<file path="src/rtl/hm_pkg.sv">
// Shared register offsets and STATUS bit positions for the HM CSR front-end.
// Constants only: no latency, no flow control.
package hm_pkg;
  localparam int HM_STATUS_W = 7;

  localparam logic [3:0] HM_REG_STATUS   = 4'h0;
  localparam logic [3:0] HM_REG_IRQ_MASK = 4'h1;
  localparam logic [3:0] HM_REG_BAR_BMP  = 4'h2;
  localparam logic [3:0] HM_REG_STATE    = 4'h3;
  localparam logic [3:0] HM_REG_CPT_RX   = 4'h4;
  localparam logic [3:0] HM_REG_CPT_TX   = 4'h5;
  localparam logic [3:0] HM_REG_CPT_DROP = 4'h6;
  localparam logic [3:0] HM_REG_LAST_BAR = 4'h7;
  localparam logic [3:0] HM_REG_EVT_CNT  = 4'h8;

  localparam int HM_ST_RX_TO     = 0;
  localparam int HM_ST_TX_TO     = 1;
  localparam int HM_ST_WR_TO     = 2;
  localparam int HM_ST_HM_END    = 3;
  localparam int HM_ST_WRITE_BAR = 4;
  localparam int HM_ST_READ_EXP  = 5;
  localparam int HM_ST_LINK_CHG  = 6;
endpackage

</file>
<file path="src/rtl/hm_ctlif_if.sv">
// CSR bus between the register master and the HM control front-end.
// Read data is registered by the slave one cycle after the address; no backpressure.
interface hm_ctlif_if;
  logic [13:0] csr_a;
  logic        csr_we;
  logic [31:0] csr_di;
  logic [31:0] csr_do;

  modport master (output csr_a, output csr_we, output csr_di, input csr_do);
  modport slave  (input csr_a, input csr_we, input csr_di, output csr_do);
endinterface

</file>
<file path="src/rtl/hm_stable_snap.sv">
// Captures a multi-bit value only once it has held for two consecutive samples.
// Latency: a stable input is visible 2 cycles after it arrives; no backpressure.
module hm_stable_snap #(
  parameter int W = 32
) (
  input  logic         sys_clk,
  input  logic         sys_rst,
  input  logic [W-1:0] din,
  output logic [W-1:0] snap
);
  logic [W-1:0] dly;

  // A value that differs from last cycle's may be a skewed mix of old and new bits.
  always_ff @(posedge sys_clk or posedge sys_rst) begin
    if (sys_rst) begin
      dly  <= '0;
      snap <= '0;
    end else begin
      dly <= din;
      if (din == dly) snap <= din;
    end
  end
endmodule

</file>
<file path="src/rtl/hm_ctlif.sv">
// CSR front-end for the HM core: sticky status, masked irq, counter snapshots, BAR bitmap.
// Latency: read data and irq 1 cycle; writes take effect at the strobe edge; no backpressure.
module hm_ctlif
  import hm_pkg::*;
#(
  parameter logic [3:0] csr_addr = 4'h0,
  parameter int         EVT_W    = 16
) (
  input  logic        sys_clk,
  input  logic        sys_rst,
  hm_ctlif_if.slave   csr,
  output logic        irq,
  input  logic        sys__rx_timeout,
  input  logic        sys__tx_timeout,
  input  logic        sys__wr_timeout,
  input  logic        sys__hm_end,
  input  logic        sys__write_bar,
  input  logic        sys__read_exp,
  input  logic        sys__trn_lnk_up_n,
  input  logic [2:0]  sys__state_rx,
  input  logic [1:0]  sys__state_tx,
  input  logic [1:0]  sys__state,
  input  logic [31:0] sys__stat_trn_cpt_rx,
  input  logic [31:0] sys__stat_trn_cpt_tx,
  input  logic [31:0] sys__stat_trn_cpt_drop,
  input  logic [4:0]  sys__write_bar_number,
  output logic [31:0] sys__bar_bitmap
);
  localparam logic [EVT_W-1:0] EVT_MAX = '1;

  logic [HM_STATUS_W-1:0] status, irq_mask, set_vec, clr_vec;
  logic [4:0]             last_bar;
  logic [EVT_W-1:0]       evt_cnt;
  logic                   lnk_prev;
  logic [31:0]            snap_rx, snap_tx, snap_drop, rd_dat;
  logic                   bank_sel, wr_hit, any_to;
  logic [3:0]             off;
  logic                   unused_addr;

  assign bank_sel    = (csr.csr_a[13:10] == csr_addr);
  assign off         = csr.csr_a[3:0];
  assign wr_hit      = csr.csr_we && bank_sel;
  assign any_to      = sys__rx_timeout | sys__tx_timeout | sys__wr_timeout;
  assign unused_addr = ^csr.csr_a[9:4];

  always_comb begin
    set_vec                  = '0;
    set_vec[HM_ST_RX_TO]     = sys__rx_timeout;
    set_vec[HM_ST_TX_TO]     = sys__tx_timeout;
    set_vec[HM_ST_WR_TO]     = sys__wr_timeout;
    set_vec[HM_ST_HM_END]    = sys__hm_end;
    set_vec[HM_ST_WRITE_BAR] = sys__write_bar;
    set_vec[HM_ST_READ_EXP]  = sys__read_exp;
    set_vec[HM_ST_LINK_CHG]  = (sys__trn_lnk_up_n != lnk_prev);
    clr_vec = (wr_hit && off == HM_REG_STATUS) ? csr.csr_di[HM_STATUS_W-1:0] : '0;
  end

  always_comb begin
    rd_dat = '0;
    case (off)
      HM_REG_STATUS:   rd_dat = {{(32-HM_STATUS_W){1'b0}}, status};
      HM_REG_IRQ_MASK: rd_dat = {{(32-HM_STATUS_W){1'b0}}, irq_mask};
      HM_REG_BAR_BMP:  rd_dat = sys__bar_bitmap;
      HM_REG_STATE:    rd_dat = {24'b0, sys__trn_lnk_up_n, sys__state_rx, sys__state_tx, sys__state};
      HM_REG_CPT_RX:   rd_dat = snap_rx;
      HM_REG_CPT_TX:   rd_dat = snap_tx;
      HM_REG_CPT_DROP: rd_dat = snap_drop;
      HM_REG_LAST_BAR: rd_dat = {27'b0, last_bar};
      HM_REG_EVT_CNT:  rd_dat = 32'(evt_cnt);
      default:         rd_dat = '0;
    endcase
  end

  always_ff @(posedge sys_clk or posedge sys_rst) begin
    if (sys_rst) begin
      csr.csr_do      <= '0;
      irq             <= 1'b0;
      sys__bar_bitmap <= '0;
      status          <= '0;
      irq_mask        <= '0;
      last_bar        <= '0;
      evt_cnt         <= '0;
      lnk_prev        <= 1'b1;
    end else begin
      csr.csr_do <= bank_sel ? rd_dat : 32'h0;
      irq        <= |(status & irq_mask);
      lnk_prev   <= sys__trn_lnk_up_n;
      // Set is OR'd after the clear so a simultaneous event is never lost.
      status     <= (status & ~clr_vec) | set_vec;
      if (wr_hit && off == HM_REG_IRQ_MASK) irq_mask <= csr.csr_di[HM_STATUS_W-1:0];
      if (wr_hit && off == HM_REG_BAR_BMP) sys__bar_bitmap <= csr.csr_di;
      if (sys__write_bar) last_bar <= sys__write_bar_number;
      if (wr_hit && off == HM_REG_EVT_CNT) evt_cnt <= any_to ? EVT_W'(1) : '0;
      else if (any_to && evt_cnt != EVT_MAX) evt_cnt <= evt_cnt + 1'b1;
    end
  end

  hm_stable_snap #(.W(32)) u_snap_rx (
    .sys_clk(sys_clk), .sys_rst(sys_rst), .din(sys__stat_trn_cpt_rx), .snap(snap_rx)
  );
  hm_stable_snap #(.W(32)) u_snap_tx (
    .sys_clk(sys_clk), .sys_rst(sys_rst), .din(sys__stat_trn_cpt_tx), .snap(snap_tx)
  );
  hm_stable_snap #(.W(32)) u_snap_drop (
    .sys_clk(sys_clk), .sys_rst(sys_rst), .din(sys__stat_trn_cpt_drop), .snap(snap_drop)
  );
endmodule

</file>
<file path="src/flat_wrapper.sv">
// flat-port wrapper written by rule: the top's interface ports become plain ports
module hm_ctlif_flat import hm_pkg::*;
#(
  parameter logic [3:0] csr_addr = 4'h0,
  parameter int         EVT_W    = 16
)
  (sys_clk, sys_rst, irq, sys__rx_timeout, sys__tx_timeout, sys__wr_timeout, sys__hm_end, sys__write_bar, sys__read_exp, sys__trn_lnk_up_n, sys__state_rx, sys__state_tx, sys__state, sys__stat_trn_cpt_rx, sys__stat_trn_cpt_tx, sys__stat_trn_cpt_drop, sys__write_bar_number, sys__bar_bitmap, csr_csr_a, csr_csr_we, csr_csr_di, csr_csr_do);
  hm_ctlif_if csr_i ();
  input  logic sys_clk;
  input  logic sys_rst;
  output logic irq;
  input  logic sys__rx_timeout;
  input  logic sys__tx_timeout;
  input  logic sys__wr_timeout;
  input  logic sys__hm_end;
  input  logic sys__write_bar;
  input  logic sys__read_exp;
  input  logic sys__trn_lnk_up_n;
  input  logic [2:0] sys__state_rx;
  input  logic [1:0] sys__state_tx;
  input  logic [1:0] sys__state;
  input  logic [31:0] sys__stat_trn_cpt_rx;
  input  logic [31:0] sys__stat_trn_cpt_tx;
  input  logic [31:0] sys__stat_trn_cpt_drop;
  input  logic [4:0] sys__write_bar_number;
  output logic [31:0] sys__bar_bitmap;
  input wire logic [$bits(csr_i.csr_a)-1:0] csr_csr_a;
  input wire logic [$bits(csr_i.csr_we)-1:0] csr_csr_we;
  input wire logic [$bits(csr_i.csr_di)-1:0] csr_csr_di;
  output wire logic [$bits(csr_i.csr_do)-1:0] csr_csr_do;
  assign csr_i.csr_a = csr_csr_a;
  assign csr_i.csr_we = csr_csr_we;
  assign csr_i.csr_di = csr_csr_di;
  assign csr_csr_do = csr_i.csr_do;
  hm_ctlif #(.csr_addr(csr_addr), .EVT_W(EVT_W)) u_core (.sys_clk(sys_clk), .sys_rst(sys_rst), .csr(csr_i), .irq(irq), .sys__rx_timeout(sys__rx_timeout), .sys__tx_timeout(sys__tx_timeout), .sys__wr_timeout(sys__wr_timeout), .sys__hm_end(sys__hm_end), .sys__write_bar(sys__write_bar), .sys__read_exp(sys__read_exp), .sys__trn_lnk_up_n(sys__trn_lnk_up_n), .sys__state_rx(sys__state_rx), .sys__state_tx(sys__state_tx), .sys__state(sys__state), .sys__stat_trn_cpt_rx(sys__stat_trn_cpt_rx), .sys__stat_trn_cpt_tx(sys__stat_trn_cpt_tx), .sys__stat_trn_cpt_drop(sys__stat_trn_cpt_drop), .sys__write_bar_number(sys__write_bar_number), .sys__bar_bitmap(sys__bar_bitmap));
endmodule
</file>
<file path="config.mk">
export PLATFORM = sky130hd
export DESIGN_NAME = hm_ctlif_flat
export DESIGN_NICKNAME = d
export VERILOG_FILES = /design/src/rtl/hm_pkg.sv /design/src/rtl/hm_ctlif_if.sv /design/src/rtl/hm_stable_snap.sv /design/src/rtl/hm_ctlif.sv /design/src/flat_wrapper.sv
export SDC_FILE = /design/constraint.sdc
export NUM_CORES = 1
export LEC_CHECK = 0
export ABC_CLOCK_PERIOD_IN_PS = 11750
export BUFFER_PORTS_ARGS = -buffer_cell sky130_fd_sc_hd__buf_2
export CAP_MARGIN = 20
export CORE_AREA = 4 4 178 180
export DETAILED_ROUTE_END_ITERATION = 10
export DIE_AREA = 0 0 182 184
export SETUP_SLACK_MARGIN = 0.15
export SYNTH_ARGS = -nofsm -noshare
export SYNTH_HDL_FRONTEND = slang
export SYNTH_SLANG_ARGS = --single-unit
</file>
<file path="constraint.sdc">
create_clock -name sys_clk -period 11.75 [get_ports sys_clk]
set_input_delay 2.35 -clock sys_clk [delete_from_list [all_inputs] [get_ports sys_clk]]
set_output_delay 2.35 -clock sys_clk [all_outputs]
set_load 0.05 [all_outputs]
</file>
==> flow_summary_export.csv <==
group,metric,value,unit
clock_tree,clock_sinks,293,
synth,synthAdderAreaFrac,0.00105,
placement,dp_hpwl,23.4,mm
floorplanning,placeableCoreArea,30200,sq um
clock_tree,htreeDepth,1,
routing,viasPerCell,5.19,
sta,slew_headroom,0.272,
sta,setup_viol,0,
sta,tightest_slew,1.09,ns
synth,yosys.area_share.simple,0.0685,
clock_tree,numCtsBuffers,31,
floorplanning,dieArea,33500,sq um
clock_tree,clk_pin_slew_worst_paths,0.06,ns
global_route,grt_pass1_vias,8155,
power,peakVddDrop,0.000102,V
floorplanning,rows,64,
clock_tree,cts_tree,"done",
routing,firstDrtPassIters,5,
global_route,grt_pass1_wl,49.7,mm
power,power.leakage,6.90,nW
sta,finalHoldViolCount,0,
power,clkPwrFrac,0.450,
sta,rsz0062_at_grt,"no",
min_path,worstHoldStart,"u_core.u_snap_rx.snap[17]$_DFFE_PP0N_",
setup_path,cpMaxStageDelayCell,"nor2_4",
power,p_per_area,161,nW/um^2
clock_tree,holdBufCountCts,0,
setup_path,r2r_slack,8.72,ns
floorplanning,io_pins,229,
power,combPwrFrac,0.083,
synth,synth-main-ff-cell,"dfrtp_1",
setup_path,worstPathArrival,4.99,ns
min_path,holdPathEnd,"u_core.u_snap_rx.snap[17]$_DFFE_PP0N_",
setup_path,critical_path.top_delay_family,"simple AND/OR/NAND/NOR gates",
power,p_switching,558,uW
final_layout,fin_nets,1248,
min_path,min_delay_path_depth,1,
routing,vias,7810,
sta,fin_setup_tns,0,ns
synth,yosysWarnings,0,
setup_path,cp-end-kind,"flip-flop",
final_layout,syn_to_final_growth,22.2,%
synth,ys_seq_elements,293,
routing,final_antenna_net_count,0,
setup_path,cp.required,12.17,ns
power,swShare,0.238,
global_route,grt_max_degree,143,
setup_path,path_cells,"buf_2 > xor2_1 > nor4_1 > nand4_1 > nor2_4 > mux2_2",
routing,wl,32.8,mm
routing,drc,0,
run,cap_violations,0,
clock_tree,post-cts-setup-buffers,0,
floorplanning,fp.dieW,182,um
global_route,track_usage,0.192,
sta,fin_crit_sh,0.389,
status,outcome,"completed",
power,p_seq_frac,0.467,
synth,netlist_instances,852,
setup_path,cp_num_buf_inv,1,
sta,post-route-min-period,4.57,ns
clock_tree,clockRootBuffer,"clkbuf_16",
synth,synth_xor_area_frac,0.0773,
floorplanning,fp.dieH,184,um
setup_path,crit_path_max_fanout,32,
synth,syn_nets,1017,
clock_tree,clockBufferDepth,3,
sta,max_freq,219,MHz
setup_path,reg2regPathDepth,5,
synth,synth-compound-area-share,0.0776,
setup_path,r2r-start,"u_core.u_snap_tx.dly[17]$_DFF_PP0_",
placement,io_buffers,222,
synth,synth_top_family_by_area,"multiplexers",
synth,synthMuxAreaShare,0.138,
synth,syn_avg_cell_area,14.0,sq um
placement,gp_congestion,0.833,
routing,avgRoutedWirePerCell,21.8,um
setup_path,critical_path_class,"input pin to flip-flop",
synth,synthesis.area,11900,sq um
global_route,grt_overflow_total,0,
synth,synth-async-reset-ratio,1.00,
min_path,hold_path.class,"flip-flop to flip-flop",
synth,seq_area_frac_synth,0.617,
sta,clock_skew,0.0113,ns
power,power.total,2.34,mW
setup_path,max_stage_delay,0.89,ns
routing,drtIter0Drc,621,
setup_path,r2r_end,"u_core.u_snap_tx.snap[7]$_DFFE_PP0N_",
sta,finalMaxSlewViolations,0,
synth,synth_edf_count,0,
final_layout,drive_above_1_share,0.390,
clock_tree,cts-resized-gates,0,
global_route,grt_antenna_before_repair,4,
setup_path,crit_path_start_kind,"input pin",
power,p_int,1.78,mW
synth,synth.distinct_cells,51,
floorplanning,initial_core_util,0.394,
clock_tree,clkLatencyLatePin,0.54,ns
-- how the worst max path moves through the flow --
stage / from / end / slack [ns] / cells after the start
after detailed placement: sys__stat_trn_cpt_tx[17] / u_core.u_snap_tx.snap[24]$_DFFE_PP0N_ / 6.66 / 6
after global routing: sys__stat_trn_cpt_tx[24] / u_core.u_snap_tx.snap[30]$_DFFE_PP0N_ / 7.11 / 6
after global placement: sys__stat_trn_cpt_tx[17] / u_core.u_snap_tx.snap[17]$_DFFE_PP0N_ / 6.67 / 6
after floorplan: sys_rst / u_core.csr.csr_do[0]$_DFF_PP0_ / 1.31 / 1
after CTS: sys__stat_trn_cpt_tx[24] / u_core.u_snap_tx.snap[8]$_DFFE_PP0N_ / 7.24 / 6
final: sys__stat_trn_cpt_tx[17] / u_core.u_snap_tx.snap[7]$_DFFE_PP0N_ / 7.18 / 6
-- registers in the layout, summed over array words and instances, names as in the netlist, 5 cells and up --
signal and cells:
u_core.evt_cnt 16, u_core.csr.csr_do 32, u_core.u_snap_tx.dly 32, u_core.u_snap_drop.snap 32, u_core.status 7, u_core.last_bar 5, u_core.u_snap_rx.snap 32, u_core.u_snap_tx.snap 32
u_core.u_snap_drop.dly 32, u_core.u_snap_rx.dly 32, u_core.sys__bar_bitmap 32, u_core.irq_mask 7
-- layout make-up --
class                      instances  area [sq um]
tap                              396           495
fill                            2732         15700
multi-input combinational        520          4330
inverter                           4          22.5
sequential                       293          7330
timing repair buffer             233          1230
antenna                            3          7.51
clock inverter                    15           228
clock buffer                      42           887
-- cell families (layout without fill, tap and decap cells) --
kind of cell / after synthesis / after routing
flops: 293 / 293
other cells: 0 / 3
compound gates: 133 / 133
simple gates: 135 / 135
xor+xnor: 105 / 105
mux: 146 / 146
fa+ha+maj: 1 / 1
buf+inv: 39 / 294
-- stage by stage --
step	setup WS [ns]	instance area (sq um)	utilization	std cells	hold WS, ns
6_report	7.18	14500	0.481	1506	0.492
5_1_grt	7.11	14500	0.481	1506	0.514
4_1_cts	7.24	14500	0.479	1501	0.496
3_5_place_dp	6.66	13400	0.442	1444	0.482
3_3_place_gp	6.67	13400	0.442	1444	0.468
2_1_floorplan	1.31	11900	-	852	0.457
-- cell usage in the layout (no fill, tap or decap), drive strengths merged, types with 2 or more instances in the layout --
master and count:
clkinv 8, a221oi 4, a22oi 60, nor2 25, nor2b 3, buf 233
mux2i 5, a31oi 12, diode 3, a22o 3, nand3 10, a21o 6
inv 4, mux2 141, o21ai 8, nor3 11, nor4 25, nand2 27
a222oi 6, clkbuf 42, a21oi 28, and2 2, nand4 15, xor2 64
o32ai 2, or2 3, nor4b 2, and3 4, dfrtp 292, or3 2
xnor2 41, nor3b 3, nand2b 3, bufinv 6
-- routing by layer --
layer	track usage	vias to the layer above	share of wire
li1	-	3560	-
met1	0.266	3980	0.43
met2	0.323	234	0.50
met3	0.0324	34	0.057
met4	0.0390	2	0.012
met5	0	-	0.00021
-- cells in the mapped netlist, types with 2 or more instances --
cell	n	area, sq um
buf_6	9	101
or3_1	2	12.5
xnor2_1	41	359
or2_2	2	12.5
mux2i_1	5	50.1
mux2_4	2	30.0
and2_1	2	12.5
nor3b_1	3	22.5
nor2b_1	3	18.8
nand3_1	9	45.0
xor2_1	64	561
mux2_1	14	158
nand2_1	27	101
nor4_4	2	42.5
clkbuf_1	6	22.5
nand4_4	2	42.5
nor4_1	23	144
inv_1	4	15.0
a22o_1	3	26.3
a21oi_1	28	140
a31oi_1	12	75.1
a221oi_1	4	35.0
and3_1	4	25.0
a222oi_1	6	60.1
mux2_2	125	1410
nor2_4	4	45.0
a21o_1	6	45.0
o21ai_0	7	35.0
buf_4	3	22.5
nor4b_1	2	17.5
dfrtp_1	292	7310
nand4_1	12	75.1
buf_2	16	80.1
nand2b_1	3	18.8
nor3_1	10	50.1
o32ai_1	2	17.5
a22oi_1	60	450
nor2_1	20	75.1
-- power by group through the flow --
stage                     Sequential (mW)  Clock [mW]  Combinational (mW)
after CTS                            1.09        1.08               0.196
after global routing                 1.10        1.12               0.216
after detailed placement             1.11           0               0.195
final                                1.09        1.05               0.195
after global placement               1.11           0               0.192
after floorplan                      1.12           0              0.0968
No activity file was read; power rests on OpenSTA's default activity.
